$ cat src/rtl/a_74hc193_updown_pkg.sv
// Shared types and defaults for the 74HC193-style up/down counter family.
package a74hc_pkg;

  localparam int A74HC_WIDTH = 4;

  typedef enum logic [1:0] {
    DIR_HOLD = 2'd0,
    DIR_UP   = 2'd1,
    DIR_DOWN = 2'd2
  } dir_t;

endpackage

$ cat src/rtl/a_74hc193_updown_if.sv
// Control/data bundle of one counter stage; master drives requests, slave is the counter.
interface a_74hc193_updown_if #(
  parameter int WIDTH = a74hc_pkg::A74HC_WIDTH
);
  logic             load;
  logic [WIDTH-1:0] D;
  logic             cnt_en;
  logic             up;
  logic             dn;
  logic [WIDTH-1:0] Q;
  logic             co;
  logic             bo;

  modport master (
    output load, D, cnt_en, up, dn,
    input  Q, co, bo
  );

  modport slave (
    input  load, D, cnt_en, up, dn,
    output Q, co, bo
  );
endinterface

$ cat src/rtl/a_74hc193_updown_addsub.sv
// WIDTH-bit increment/decrement by one; the extra arithmetic bit is carry (up) or borrow (down).
module a_74hc_addsub
  import a74hc_pkg::*;
#(
  parameter int WIDTH = A74HC_WIDTH
) (
  input  logic [WIDTH-1:0] operand_i,
  input  dir_t             dir_i,
  output logic [WIDTH-1:0] result_o,
  output logic             cb_o
);

  logic [WIDTH:0] sum;

  always_comb begin
    sum = {1'b0, operand_i};
    case (dir_i)
      DIR_UP:   sum = {1'b0, operand_i} + (WIDTH+1)'(1);
      DIR_DOWN: sum = {1'b0, operand_i} - (WIDTH+1)'(1);
      default:  sum = {1'b0, operand_i};
    endcase
  end

  assign result_o = sum[WIDTH-1:0];
  assign cb_o     = sum[WIDTH];

endmodule

$ cat src/rtl/a_74hc193_updown.sv
// Synchronous up/down counter with parallel load and cascadable carry/borrow.
// Define A74HC193_SATURATE_EN to saturate at the terminal counts instead of wrapping.
module a_74hc193_updown
  import a74hc_pkg::*;
#(
  parameter int WIDTH = A74HC_WIDTH
) (
  input  logic                clk,
  input  logic                rst,
  a_74hc193_updown_if.slave   bus
);

  logic [WIDTH-1:0] q_q;
  logic [WIDTH-1:0] q_d;
  logic [WIDTH-1:0] step;
  logic             cb;
  dir_t             dir;

  always_comb begin
    dir = DIR_HOLD;
    if (bus.cnt_en && bus.up && !bus.dn) begin
      dir = DIR_UP;
    end else if (bus.cnt_en && bus.dn && !bus.up) begin
      dir = DIR_DOWN;
    end
  end

  a_74hc_addsub #(.WIDTH(WIDTH)) u_addsub (
    .operand_i (q_q),
    .dir_i     (dir),
    .result_o  (step),
    .cb_o      (cb)
  );

  // The carry/borrow bit is set exactly when a step would leave the range,
  // i.e. at the terminal count for the active direction.
  always_comb begin
    q_d = q_q;
    if (bus.load) begin
      q_d = bus.D;
    end else if (dir != DIR_HOLD) begin
`ifdef A74HC193_SATURATE_EN
      if (!cb) begin
        q_d = step;
      end
`else
      q_d = step;
`endif
    end
  end

  always_ff @(posedge clk) begin
    if (rst) begin
      q_q <= '0;
    end else begin
      q_q <= q_d;
    end
  end

  assign bus.Q  = q_q;
  assign bus.co = (dir == DIR_UP)   && cb;
  assign bus.bo = (dir == DIR_DOWN) && cb;

endmodule

$ cat src/flat_wrapper.sv
// flat-port wrapper written by rule: the top's interface ports become plain ports
module a_74hc193_updown_flat import a74hc_pkg::*;
#(
  parameter int WIDTH = A74HC_WIDTH
)
  (clk, rst, bus_load, bus_D, bus_cnt_en, bus_up, bus_dn, bus_Q, bus_co, bus_bo);
  a_74hc193_updown_if #(.WIDTH(WIDTH)) bus_i ();
  input  logic clk;
  input  logic rst;
  input wire logic [$bits(bus_i.load)-1:0] bus_load;
  input wire logic [$bits(bus_i.D)-1:0] bus_D;
  input wire logic [$bits(bus_i.cnt_en)-1:0] bus_cnt_en;
  input wire logic [$bits(bus_i.up)-1:0] bus_up;
  input wire logic [$bits(bus_i.dn)-1:0] bus_dn;
  output wire logic [$bits(bus_i.Q)-1:0] bus_Q;
  output wire logic [$bits(bus_i.co)-1:0] bus_co;
  output wire logic [$bits(bus_i.bo)-1:0] bus_bo;
  assign bus_i.load = bus_load;
  assign bus_i.D = bus_D;
  assign bus_i.cnt_en = bus_cnt_en;
  assign bus_i.up = bus_up;
  assign bus_i.dn = bus_dn;
  assign bus_Q = bus_i.Q;
  assign bus_co = bus_i.co;
  assign bus_bo = bus_i.bo;
  a_74hc193_updown #(.WIDTH(WIDTH)) u_core (.clk(clk), .rst(rst), .bus(bus_i));
endmodule
$ cat config.mk
export PLATFORM = sky130hd
export DESIGN_NAME = a_74hc193_updown_flat
export DESIGN_NICKNAME = d
export VERILOG_FILES = /design/src/rtl/a_74hc193_updown_pkg.sv /design/src/rtl/a_74hc193_updown_if.sv /design/src/rtl/a_74hc193_updown_addsub.sv /design/src/rtl/a_74hc193_updown.sv /design/src/flat_wrapper.sv
export SDC_FILE = /design/constraint.sdc
export NUM_CORES = 1
export LEC_CHECK = 0
export ABC_AREA = 0
export ABC_CLOCK_PERIOD_IN_PS = 2800
export CAP_MARGIN = 20
export CORE_AREA = 8 8 45 47
export CTS_CLUSTER_DIAMETER = 100
export DETAILED_ROUTE_END_ITERATION = 12
export DIE_AREA = 0 0 53 55
export PLACE_DENSITY = 0.65
export SETUP_SLACK_MARGIN = 0.3
export SYNTH_ARGS = -nofsm -noshare
export SYNTH_HDL_FRONTEND = slang
export SYNTH_SLANG_ARGS = --single-unit
$ cat constraint.sdc
create_clock -name clk -period 2.8 [get_ports clk]
set_input_delay 0.84 -clock clk [delete_from_list [all_inputs] [get_ports clk]]
set_output_delay 0.84 -clock clk [all_outputs]
set_load 0.05 [all_outputs]
# Yosys cells after proc, flatten, opt, wreduce, memory -nomap -nowiden
# Cells that the tools add are included.
[word_totals]
register_bits = 4
latchBits = 0
ram_bits = 0
romBits = 0
n_memories = 0
[classes]
add_sub_neg = 2
mul = 0
n_div = 0
n_lt_le_gt_ge = 0
eq_ne = 2
shifts = 0
mux = 5
bitwise = 0
n_reduce_logical = 12
[ops]
columns = ["cell", "n"]
rows = [
  ["5-bit case mux with 2 select lines", 1],
  ["4-bit two-way mux", 2],
  ["1-bit logical AND", 6],
  ["4-bit by 1-bit adder with 5-bit output (second input constant)", 1],
  ["4-bit by 1-bit subtractor with 5-bit output (second input constant)", 1],
  ["2-bit two-way mux", 2],
  ["2-bit nonzero test", 2],
  ["3-bit nonzero test", 1],
  ["2-bit by 1-bit == test with 1-bit output (second input constant)", 1],
  ["2-bit == test (second input constant)", 1],
  ["1-bit zero test", 2],
  ["2-bit AND reduction", 1],
]

# Depth between registers and ports, before layout
# Gate-level depths: netlist of the first run.
[logic_depth]
word_depth = 8
ltp_mapped = 8
ltp_nobuf = 8

# Hierarchy
# Synthesis of the first run repeated with hierarchy kept, for this count alone.
[unflattened]
cells_unflattened = 63
area_unflattened_um2 = 490.5
[modules_own_cells]
columns = ["mod", "instances", "cells_each", "area_per_inst_um2", "seq_area_each_um2"]
rows = [
  ["a_74hc_addsub", 1, 33, 255.2, 0.0],
  ["a_74hc193_updown", 1, 30, 235.2, 80.1],
]

# Worst setup path before layout of the first run
# No wires, ideal clock.
[synth_timing]
path_kind = "input -> output"
startpoint = "input port bus_dn"
endpoint = "output port bus_bo"
arrival_time_ns = 2.506
path_slack_ns = -0.546
path_stages = 8
path_cell_list = "nand2_1 or2_2 inv_1 ha_1 nor2b_1 o21ai_0 nand2b_1 nor2_1"
[synth_via]
elab_chain_cells = 7
elab_cells_between_ends = 10
cone_classes = "2 x eq/ne; 3 x mux; 5 x reduce/logical"
[synth_lines]
columns = ["item", "line_no", "source"]
rows = [
  ["start, declared", "flat_wrapper.sv:14", "input wire logic [$bits(bus_i.dn)-1:0] bus_dn;"],
  ["1-bit logical AND (2 in a row)", "a_74hc193_updown.sv:23", "end else if (bus.cnt_en && bus.dn && !bus.up) begin"],
  ["2-bit two-way mux", "a_74hc193_updown.sv:23", ""],
  ["2-bit two-way mux (*)", "a_74hc193_updown.sv:21", "if (bus.cnt_en && bus.up && !bus.dn) begin"],
  ["2-bit == test or 2-bit by 1-bit == test with 1-bit output (tied branches)", "a_74hc193_updown_addsub.sv:17, a_74hc193_updown.sv:62", ""],
  ["5-bit case mux with 2 select lines", "a_74hc193_updown_addsub.sv:17", "case (dir_i)"],
  ["1-bit logical AND (*)", "a_74hc193_updown.sv:62", "assign bus.bo = (dir == DIR_DOWN) && cb;"],
  ["end, declared", "flat_wrapper.sv:17", "output wire logic [$bits(bus_i.bo)-1:0] bus_bo;"],
]
# Mark *: on every way between the ends. The rest lies on a longest branch, timed or not.

# Worst setup path in the final report of the first run
[layout_timing]
startpoint = "input port bus_cnt_en"
endpoint = "output port bus_co"
[layout_via]
elab_chain_cells = 7
elab_cells_between_ends = 10
cone_classes = "2 x eq/ne; 3 x mux; 5 x reduce/logical"
[layout_lines]
columns = ["item", "line_no", "source"]
rows = [
  ["start, declared", "flat_wrapper.sv:12", "input wire logic [$bits(bus_i.cnt_en)-1:0] bus_cnt_en;"],
  ["1-bit logical AND (2 in a row)", "a_74hc193_updown.sv:23", ""],
  ["2-bit two-way mux", "a_74hc193_updown.sv:23", ""],
  ["2-bit two-way mux (*)", "a_74hc193_updown.sv:21", ""],
  ["2-bit == test or 2-bit by 1-bit == test with 1-bit output (tied branches)", "a_74hc193_updown_addsub.sv:17, a_74hc193_updown.sv:61", ""],
  ["5-bit case mux with 2 select lines", "a_74hc193_updown_addsub.sv:17", ""],
  ["1-bit logical AND (*)", "a_74hc193_updown.sv:61", "assign bus.co = (dir == DIR_UP) && cb;"],
  ["end, declared", "flat_wrapper.sv:16", "output wire logic [$bits(bus_i.co)-1:0] bus_co;"],
]
# Marked as above.

==> results by group, run 1 <==
Power and ir drop
  • Clock group share of total power: roughly 28%
  • Max VDD drop: 0.191 mV
  • Switching power: 0.0799 mW
  • Leak Pwr: 0.302 nW
  • Pint: ~0.17 mW
  • Comb power frac: between 40% and 50%
  • Power density over the cells: between 300 and 400 mW/mm2
  • Sequential Power Share: a little over a quarter
  • Sw Ratio: between 30% and 40%

Placement
  • Dpl cells: 80
  • Area after DPL: approximately 650 um2
  • Post-detail-place hpwl: 819 um
  • Pre-CTS setup slack: -747 ps
  • RePlAce Congestion: around 0.78
  • I/O Buffers: 15

Critical path
  • CP Cell Sequence: buf_8, nand2_4, or2_4, fa_2, nor2b_2, o21ai_1, nand2b_1, and4b_4, buf_12
  • Slowest stage delay, CP: about 360 ps
  • CP startpoint kind: input port
  • CP required: 1960 ps
  • Setup crit end kind: output pin
  • WP data arrival: 2260 ps
  • Slowest stage cell, crit path: fa_2
  • Crit-path max FO: 3
  • WS Path Type: in -> out

Die
  • IO Pins: 16
  • Die area: around 0.0029 mm2
  • Initial core utilization: around a quarter
  • Core Box Area: around 0.0014 mm2
  • Die Y-Extent: around 55 um
  • Die Wd: around 53 um
  • # rows: 14

STA
  • Least-Margin Pin Slew: a little under 500 ps
  • Final Hold Violating Endpoints: 0
  • Worst setup margin: -296 ps
  • Slew HR: about two thirds
  • Final Slew Violations: 0
  • RSZ-0062 raised after global routing: true
  • Min Clock Period, post-route: between 3000 and 4000 ps
  • Final period utilization: 111%
  • Clk_skew: 2.52 ps
  • Fmax: roughly 0.32 GHz
  • Endpoints failing setup: 2

Layout
  • Fillers: ~130
  • Share of cells above drive strength 1: roughly 45%
  • Antenna Cells: 0
  • Post-route cell area: 701 um2
  • Multi-input gate area: roughly 300 um2
  • Nets: 83
  • Area Overhead vs Synth: 96.5%
  • Largest register FFs: 4
  • Finished Layout Cells: 83
  • Seq. cell area: around 80 um2

Clock tree
  • Clock-pin slew on the worst setup and hold paths: approximately 40 ps
  • Num CTS Buffers: 3
  • Worst-Skew Late Latency: between 200 and 250 ps
  • Clk buf depth: 2
  • CTS tree: yes
  • Clk root buf: clkbuf_4
  • H-tree depth: 1
  • Sinks on Clock Net: 4
  • CTS Hold Bufs: 0

Synthesis
  • Seq cells post-synth: 4
  • Synthesized cell area: approximately 360 um2
  • Top post-synthesis cells by area: dfxtp_1 22%, ha_1 11%, a211oi_1 8.4%
  • Syn Inst Count: 39
  • Top-area cell type share of the netlist area: ~22%
  • Post-Syn Area per Cell: 9.14 um2
  • Yosys top cell by area: dfxtp_1
  • Synth Warn #: 0
  • Sequential area share after synthesis: between 20 and 25%
  • Cell variety after synth: 22
  • Syn Nets: 53

GRT
  • First-pass GRT wire length: roughly 1600 um
  • Largest net degree at the start of global routing: 7
  • GRT Overall Usage: roughly 7.4%
  • GRT overflow: 0
  • Vias in the first global route: just over 400
  • Initial antenna violation count: 0

Routing
  • Iter 0 DRT Violations: 0
  • WL/cell: around 12 um
  • Vias: approximately 380
  • Total Wirelength: 960 um
  • First-pass DRT Iterations: 1
  • Final ANT Viol Nets: 0
  • DR vias/cell: about 4.5
  • DRC violations left: 0

Hold path
  • Worst Hold Class: reg -> reg

Flow run
  • Max cap viols: 0

Status
  • Status: finished with violations
  • Violated checks: setup timing
## logic make-up (layout without fill, tap and decap cells)
family | Yosys count | in the layout | share of synthesized area [%]
and+or+nand+nor | 12 | 12 | 18.3
AOI/OAI and AO/OA | 10 | 10 | 24.6
adders and majority gates | 4 | 4 | 16.1
DFF | 4 | 4 | 22.5
buffers and inverters | 4 | 32 | 4.21
xor gates and xnor gates | 3 | 3 | 7.37
muxes | 2 | 2 | 7.02
## cells in the final DEF (no fill, tap or decap), types with 2 or more instances in the layout
master,instances
clkdlybuf4s50_1,10
buf_4,9
a211oi_1,4
nor2_1,4
dfxtp_1,4
inv_1,3
clkbuf_4,3
xnor2_1,2
ha_1,2
buf_8,2
buf_6,2
buf_12,2
## path summary, 6_finish.rpt
kind	start	to	slack, ps	depth (start not counted)
max	bus_cnt_en	bus_co	-300	9
min	u_core.bus.Q[2]	u_core.bus.Q[2]	630	2
max reg2reg	u_core.bus.Q[1]	u_core.bus.Q[3]	1250	5
min reg2reg	u_core.bus.Q[2]	u_core.bus.Q[2]	630	2
## worst max-delay path: cells and delay by family
kind | cells | cell delay [ps]
AO/OA/AOI/OAI | 1 | 60
AND/OR/NAND/NOR | 5 | 780
adder cells (fa/ha/maj) | 1 | 360
buffers and inverters | 2 | 210
## power groups by stage
| stage | sequential, mW | combinational [mW] | clock [mW] |
|---|---|---|---|
| after floorplan | 0.0831 | 0.0445 | 0 |
| after global placement | 0.0672 | 0.108 | 0 |
| after detailed placement | 0.0673 | 0.109 | 0 |
| after CTS | 0.0664 | 0.111 | 0.0737 |
| after global routing | 0.0674 | 0.121 | 0.0768 |
| final | 0.0668 | 0.112 | 0.0700 |
## synth_stat cells
library cell,n
and4b_1,1
o211ai_1,1
ha_1,3
nand2b_1,1
nor2b_1,1
a2bb2oi_1,1
o21ai_0,2
xor2_1,1
nand2_1,1
mux2i_1,1
xnor2_1,2
o21ba_2,1
inv_1,4
fa_1,1
a211oi_1,4
or2_2,1
o31ai_4,1
mux2_4,1
nor2_1,5
nand3b_1,1
dfxtp_1,4
nand2_2,1
## final cells by class
class	count	share of cell area, %
multi-input cells	31	42.9
repair buffers	25	37.1
flip-flops and latches	4	11.4
clock buffers	3	3.21
well taps	16	2.86
inverters	4	2.50
## stage by stage
step / utilization [%] / power (mW) / setup TNS (ps) / hold WS [ps]
after global placement: 46.7 / 0.175 / -1610 / 607
after floorplan: - / 0.128 / -281 / 789
after global routing: 50.6 / 0.265 / -671 / 690
after detailed placement: 46.7 / 0.176 / -1690 / 605
after CTS: 48.6 / 0.251 / -592 / 616
final: 50.6 / 0.249 / -537 / 630
## metal layers
| layer | GRT usage [%] | wire length [um] | vias up |
|---|---|---|---|
| met3 | 2.14 | 65 | 0 |
| met5 | 0 | 0 | - |
| li1 | - | - | 195 |
| met2 | 13.7 | 529 | 13 |
| met1 | 6.99 | 366 | 169 |
| met4 | 5.17 | 0 | 0 |
## repair_timing
item,in CTS,in global routing
hold endpoints to repair,0,0
endpoints found under the setup margin,3,2
resized for setup,17,5
pin swaps,5,5
buffers inserted,0,0
No activity file was read; power rests on OpenSTA's default activity.
==> inputs of run 2 (changes only) <==
- TNS_END_PERCENT: default -> 10
==> run 2 against run 1 <==
Compared with the run above: the run still ends with setup timing left; first-iteration DRC count up 2; fmax increased by 1.2%; sequential share of layout area is 0.31 points higher; register-to-register slack better by 20 ps; design area decreased by 2.7%; global-route usage fell by 0.76 points; count of clock-buffer cells in the layout unchanged; sequential cell count unchanged; die area unchanged; power shrank 1.2%.
==> results by group, run 2 (synthesized netlist as in run 1, its figures left out) <==
Status
  • Status: finished with violations
  • Violated checks: setup timing

Critical path
  • CP startpoint kind: input port
  • WP data arrival: 2220 ps
  • Setup crit end kind: output pin
  • Slowest stage cell, crit path: fa_2
  • Slowest stage delay, CP: 360 ps
  • CP Cell Sequence: buf_6, nand2_2, or2_4, fa_2, nor2b_2, o21ai_1, nand2b_1, and4b_4, buf_12
  • WS Path Type: in -> out
  • CP required: 1960 ps
  • Crit-path max FO: 3

STA
  • Final Hold Violating Endpoints: 0
  • Min Clock Period, post-route: between 3000 and 4000 ps
  • Endpoints failing setup: 2
  • Final period utilization: 109%
  • Fmax: between 0.3 and 0.4 GHz
  • RSZ-0062 raised after global routing: true
  • Worst setup margin: -261 ps
  • Clk_skew: 2.14 ps
  • Least-Margin Pin Slew: between 400 and 500 ps
  • Final Slew Violations: 0
  • Slew HR: 66.9%

Layout
  • Post-route cell area: about 680 um2
  • Most frequent cells in the layout: 10 x clkdlybuf4s50_1, 10 x buf_4, 4 x a211oi_1, 4 x nor2_1, 4 x dfxtp_1
  • Seq. cell area: 80.1 um2
  • Share of cells above drive strength 1: around 45%
  • Nets: 83
  • Area Overhead vs Synth: 91.2%
  • Largest register FFs: 4
  • Antenna Cells: 0
  • Multi-input gate area: between 200 and 300 um2
  • Fillers: 125

Routing
  • WL/cell: 10.8 um
  • DRC violations left: 0
  • First-pass DRT Iterations: 3
  • DR vias/cell: approximately 4.5
  • Final ANT Viol Nets: 0
  • Iter 0 DRT Violations: 2
  • Vias: roughly 370
  • Total Wirelength: 900 um

Clock tree
  • H-tree depth: 1
  • Sinks on Clock Net: 4
  • Num CTS Buffers: 3
  • Worst-Skew Late Latency: 230 ps
  • Clk buf depth: 2
  • CTS tree: yes
  • CTS Hold Bufs: 0
  • Clock-pin slew on the worst setup and hold paths: about 40 ps
  • Clk root buf: clkbuf_4

GRT
  • GRT Overall Usage: under 10%
  • Initial antenna violation count: 0
  • First-pass GRT wire length: roughly 1400 um
  • Largest net degree at the start of global routing: 7
  • Vias in the first global route: roughly 350
  • GRT overflow: 0

Die
  • # rows: 14
  • Die Y-Extent: 55 um
  • Die Wd: around 53 um
  • Core Box Area: around 0.0014 mm2
  • IO Pins: 16
  • Die area: 0.00292 mm2
  • Initial core utilization: around a quarter

Hold path
  • Worst Hold Class: reg -> reg

Flow run
  • Max cap viols: 0

Power and ir drop
  • Leak Pwr: around 0.3 nW
  • Max VDD drop: between 0.2 and 0.25 mV
  • Overall power: between 0.2 and 0.25 mW
  • Power density over the cells: about 360 mW/mm2

Placement
  • I/O Buffers: 15
  • RePlAce Congestion: approximately 0.8
  • Area after DPL: 631 um2
  • Post-detail-place hpwl: just under 800 um
run 2: what timing repair did:
item	4_1_cts	5_1_grt
pin swaps	5	5
resized for setup	16	4
setup buffers	0	1
setup endpoints to repair	3	2
run 2: layout make-up:
class                           count  area share, %
Multi-Input combinational cell     31           43.3
Clock buffer                        3           3.30
Tap cell                           16           2.94
Timing Repair Buffer               25           36.5
Inverter                            4           2.20
Sequential cell                     4           11.7
run 2: worst max-delay path, delay by kind of cell:
| kind | cells | cell delay [ps] |
|---|---|---|
| buf+inv | 2 | 210 |
| compound gates | 1 | 60 |
| fa+ha+maj | 1 | 360 |
| simple gates | 5 | 750 |
run 2: path summary, 6_finish.rpt:
path	from	slack, ps	endpoint	depth (start not counted)
setup / recovery	bus_dn	-260	bus_co	9
hold / removal	u_core.bus.Q[3]	620	u_core.bus.Q[3]	2
setup reg to reg	u_core.bus.Q[0]	1270	u_core.bus.Q[2]	6
hold reg to reg	u_core.bus.Q[3]	620	u_core.bus.Q[3]	2
run 2: metal layers:
layer / GRT usage, % / up-vias / part of all wire, % / wire length, um
met5: 0 / - / 0 / 0
met4: 6.47 / 0 / 2.7 / 24
met3: 2.67 / 2 / 12 / 108
met2: 10.5 / 15 / 44 / 392
met1: 6.55 / 159 / 42 / 375
li1: - / 197 / - / -
run 2: stage by stage:
stage	TNS (ps)	utilization [%]	cells	setup slack (ps)	hold WS, ps
detailed placement	-1550	45.6	79	-734	595
floorplan	-332	-	39	-170	789
global placement	-1500	45.6	79	-709	602
finish	-483	49.3	83	-261	616
global route	-660	49.3	83	-356	618
CTS	-624	47.2	82	-324	609
run 2: power breakdown:
part,leakage [nW],switching [mW],internal (mW)
combinational,0.245,0.0515,0.0561
clock,0.0138,0.0232,0.0479
sequential,0.0333,0.00469,0.0622
==> inputs of run 3 (changes only) <==
- CORE_AREA: 8 8 45 47 -> 2 2 39 41
- DIE_AREA: 0 0 53 55 -> 0 0 41 43
==> run 3 against run 2 <==
Compared with the run above: first-iteration DRC count down 100%; the run still ends with setup timing left; power is 0.52% lower; clock power decreased by 2%; register-to-register slack worse by 110 ps; worst setup slack lost 6.2 ps; wire length shrank 8.0%.
==> results by group, run 3 (synthesized netlist as in run 1, its figures left out) <==
Die
  • Initial core utilization: roughly 26%
  • # rows: 14
  • Core Box Area: around 0.0014 mm2
  • Die Y-Extent: 43 um
  • Die area: about 0.0018 mm2
  • Die Wd: 41 um
  • IO Pins: 16

STA
  • Clk_skew: about 3.4 ps
  • Min Clock Period, post-route: a little over 3000 ps
  • Final Hold Violating Endpoints: 0
  • RSZ-0062 raised after global routing: true
  • Fmax: between 0.3 and 0.4 GHz
  • Worst setup margin: -267 ps
  • Least-Margin Pin Slew: around 490 ps
  • Final Slew Violations: 0
  • Final period utilization: 110%
  • Endpoints failing setup: 2
  • Slew HR: between 60% and 70%

Critical path
  • Crit-path max FO: 3
  • CP startpoint: bus_dn
  • Critical path endpoint: bus_co
  • WS Path Type: in -> out
  • Worst path bufs/invs: 2
  • RR Endpoint: u_core.bus.Q[2]
  • Worst flop-to-flop path startpoint: u_core.bus.Q[0]
  • Slowest stage cell, crit path: fa_2
  • CP startpoint kind: input port
  • CP required: 1960 ps
  • WP depth: 9
  • WP data arrival: 2230 ps
  • CP Cell Sequence: buf_6, nand2_2, or2_4, fa_2, nor2b_1, o21ai_1, nand2b_1, and4b_4, buf_12
  • CP top delay family: simple AND/OR/NAND/NOR gates
  • Reg2reg setup slack: 1160 ps
  • Slowest stage delay, CP: about 350 ps
  • Setup crit end kind: output pin
  • Reg2Reg Depth: 7

Layout
  • Area Overhead vs Synth: 89.1%
  • Post-route cell area: around 670 um2
  • Most frequent cells in the layout: 11 x buf_4, 10 x clkdlybuf4s50_1, 4 x a211oi_1, 4 x nor2_1, 4 x dfxtp_1
  • Fillers: between 100 and 150
  • Antenna Cells: 0
  • Finished Layout Cells: 84
  • Largest register FFs: 4
  • Share of cells above drive strength 1: between 40% and 50%
  • Seq. cell area: around 80 um2
  • Nets: 84
  • Commonest non-fill, non-tap cell in the layout: buf_4
  • Multi-input gate area: ~280 um2

Clock tree
  • Clk buf depth: 2
  • Worst-Skew Late Latency: approximately 230 ps
  • CTS Hold Bufs: 0
  • CTS tree: yes
  • Clk root buf: clkbuf_4
  • Num CTS Buffers: 3
  • H-tree depth: 1
  • Sinks on Clock Net: 4
  • Clock-pin slew on the worst setup and hold paths: approximately 40 ps

GRT
  • First-pass GRT wire length: 1380 um
  • GRT overflow: 0
  • GRT Overall Usage: a little under an eighth
  • Initial antenna violation count: 0
  • Largest net degree at the start of global routing: 7
  • Vias in the first global route: between 300 and 400

Routing
  • DRC violations left: 0
  • Total Wirelength: 828 um
  • Final ANT Viol Nets: 0
  • Iter 0 DRT Violations: 0
  • WL/cell: ~10 um
  • Vias: between 300 and 400
  • DR vias/cell: 4.63
  • First-pass DRT Iterations: 1

Placement
  • RePlAce Congestion: 0.652
  • Post-detail-place hpwl: between 600 and 700 um
  • Area after DPL: roughly 640 um2
  • I/O Buffers: 15
  • Pre-CTS setup slack: -758 ps
  • Dpl cells: 80

Status
  • Violated checks: setup timing
  • Status: finished with violations

Power and ir drop
  • Power density over the cells: roughly 360 mW/mm2
  • Max VDD drop: 0.196 mV
  • Leak Pwr: 0.298 nW

Hold path
  • Worst Hold Class: reg -> reg

Flow run
  • Max cap viols: 0
==> run 3: changes by cell type in the layout (fill, tap and decap cells not counted), sizes merged <==
cell and delta:
buf +1
==> run 3: worst min path at each step <==
stage / startpoint / to / cells after the start
floorplan: u_core.bus.Q[2] / u_core.bus.Q[2] / 2
global placement: u_core.bus.Q[2] / u_core.bus.Q[2] / 2
detailed placement: u_core.bus.Q[2] / u_core.bus.Q[2] / 2
finish: u_core.bus.Q[2] / u_core.bus.Q[2] / 2
global route: u_core.bus.Q[2] / u_core.bus.Q[2] / 2
CTS: u_core.bus.Q[2] / u_core.bus.Q[2] / 2
==> run 3: tightest hold or removal path, cell delays in order, from the launching register on <==
cell and delay, ps:
dfxtp_1 320, mux2i_1 160, a211oi_1 90
==> run 3: area by class of cell <==
class                   instances  area share (%)
repair buffers                 26            38.0
multi-input cells              31            41.6
flip-flops and latches          4            11.9
clock buffers                   3            3.34
well taps                      16            2.97
inverters                       4            2.23
==> run 3: per-stage QoR <==
stage	total power [mW]	hold slack (ps)	TNS (ps)	utilization [%]
final	0.244	618	-518	48.7
after global routing	0.260	675	-653	48.7
after global placement	0.172	599	-1640	46.1
after CTS	0.248	633	-633	47.7
after floorplan	0.127	789	-332	-
after detailed placement	0.174	622	-1640	46.1
==> run 3: where the power goes <==
part           internal [mW]  total, mW  switching (mW)
combinational         0.0567      0.109          0.0520
sequential            0.0623     0.0661         0.00386
clock                 0.0478     0.0695          0.0217
==> run 3: repair_timing <==
item,4_1_cts,5_1_grt
buffers inserted,0,1
endpoints found under the setup margin,3,2
resized for setup,17,1
pin swaps,5,5
==> run 3: metal layers <==
metal,wire (um),vias to the layer above,track usage [%]
li1,-,198,-
met1,324,176,12.6
met5,0,-,0
met4,0,0,8.00
met3,59,0,1.57
met2,444,15,19.4
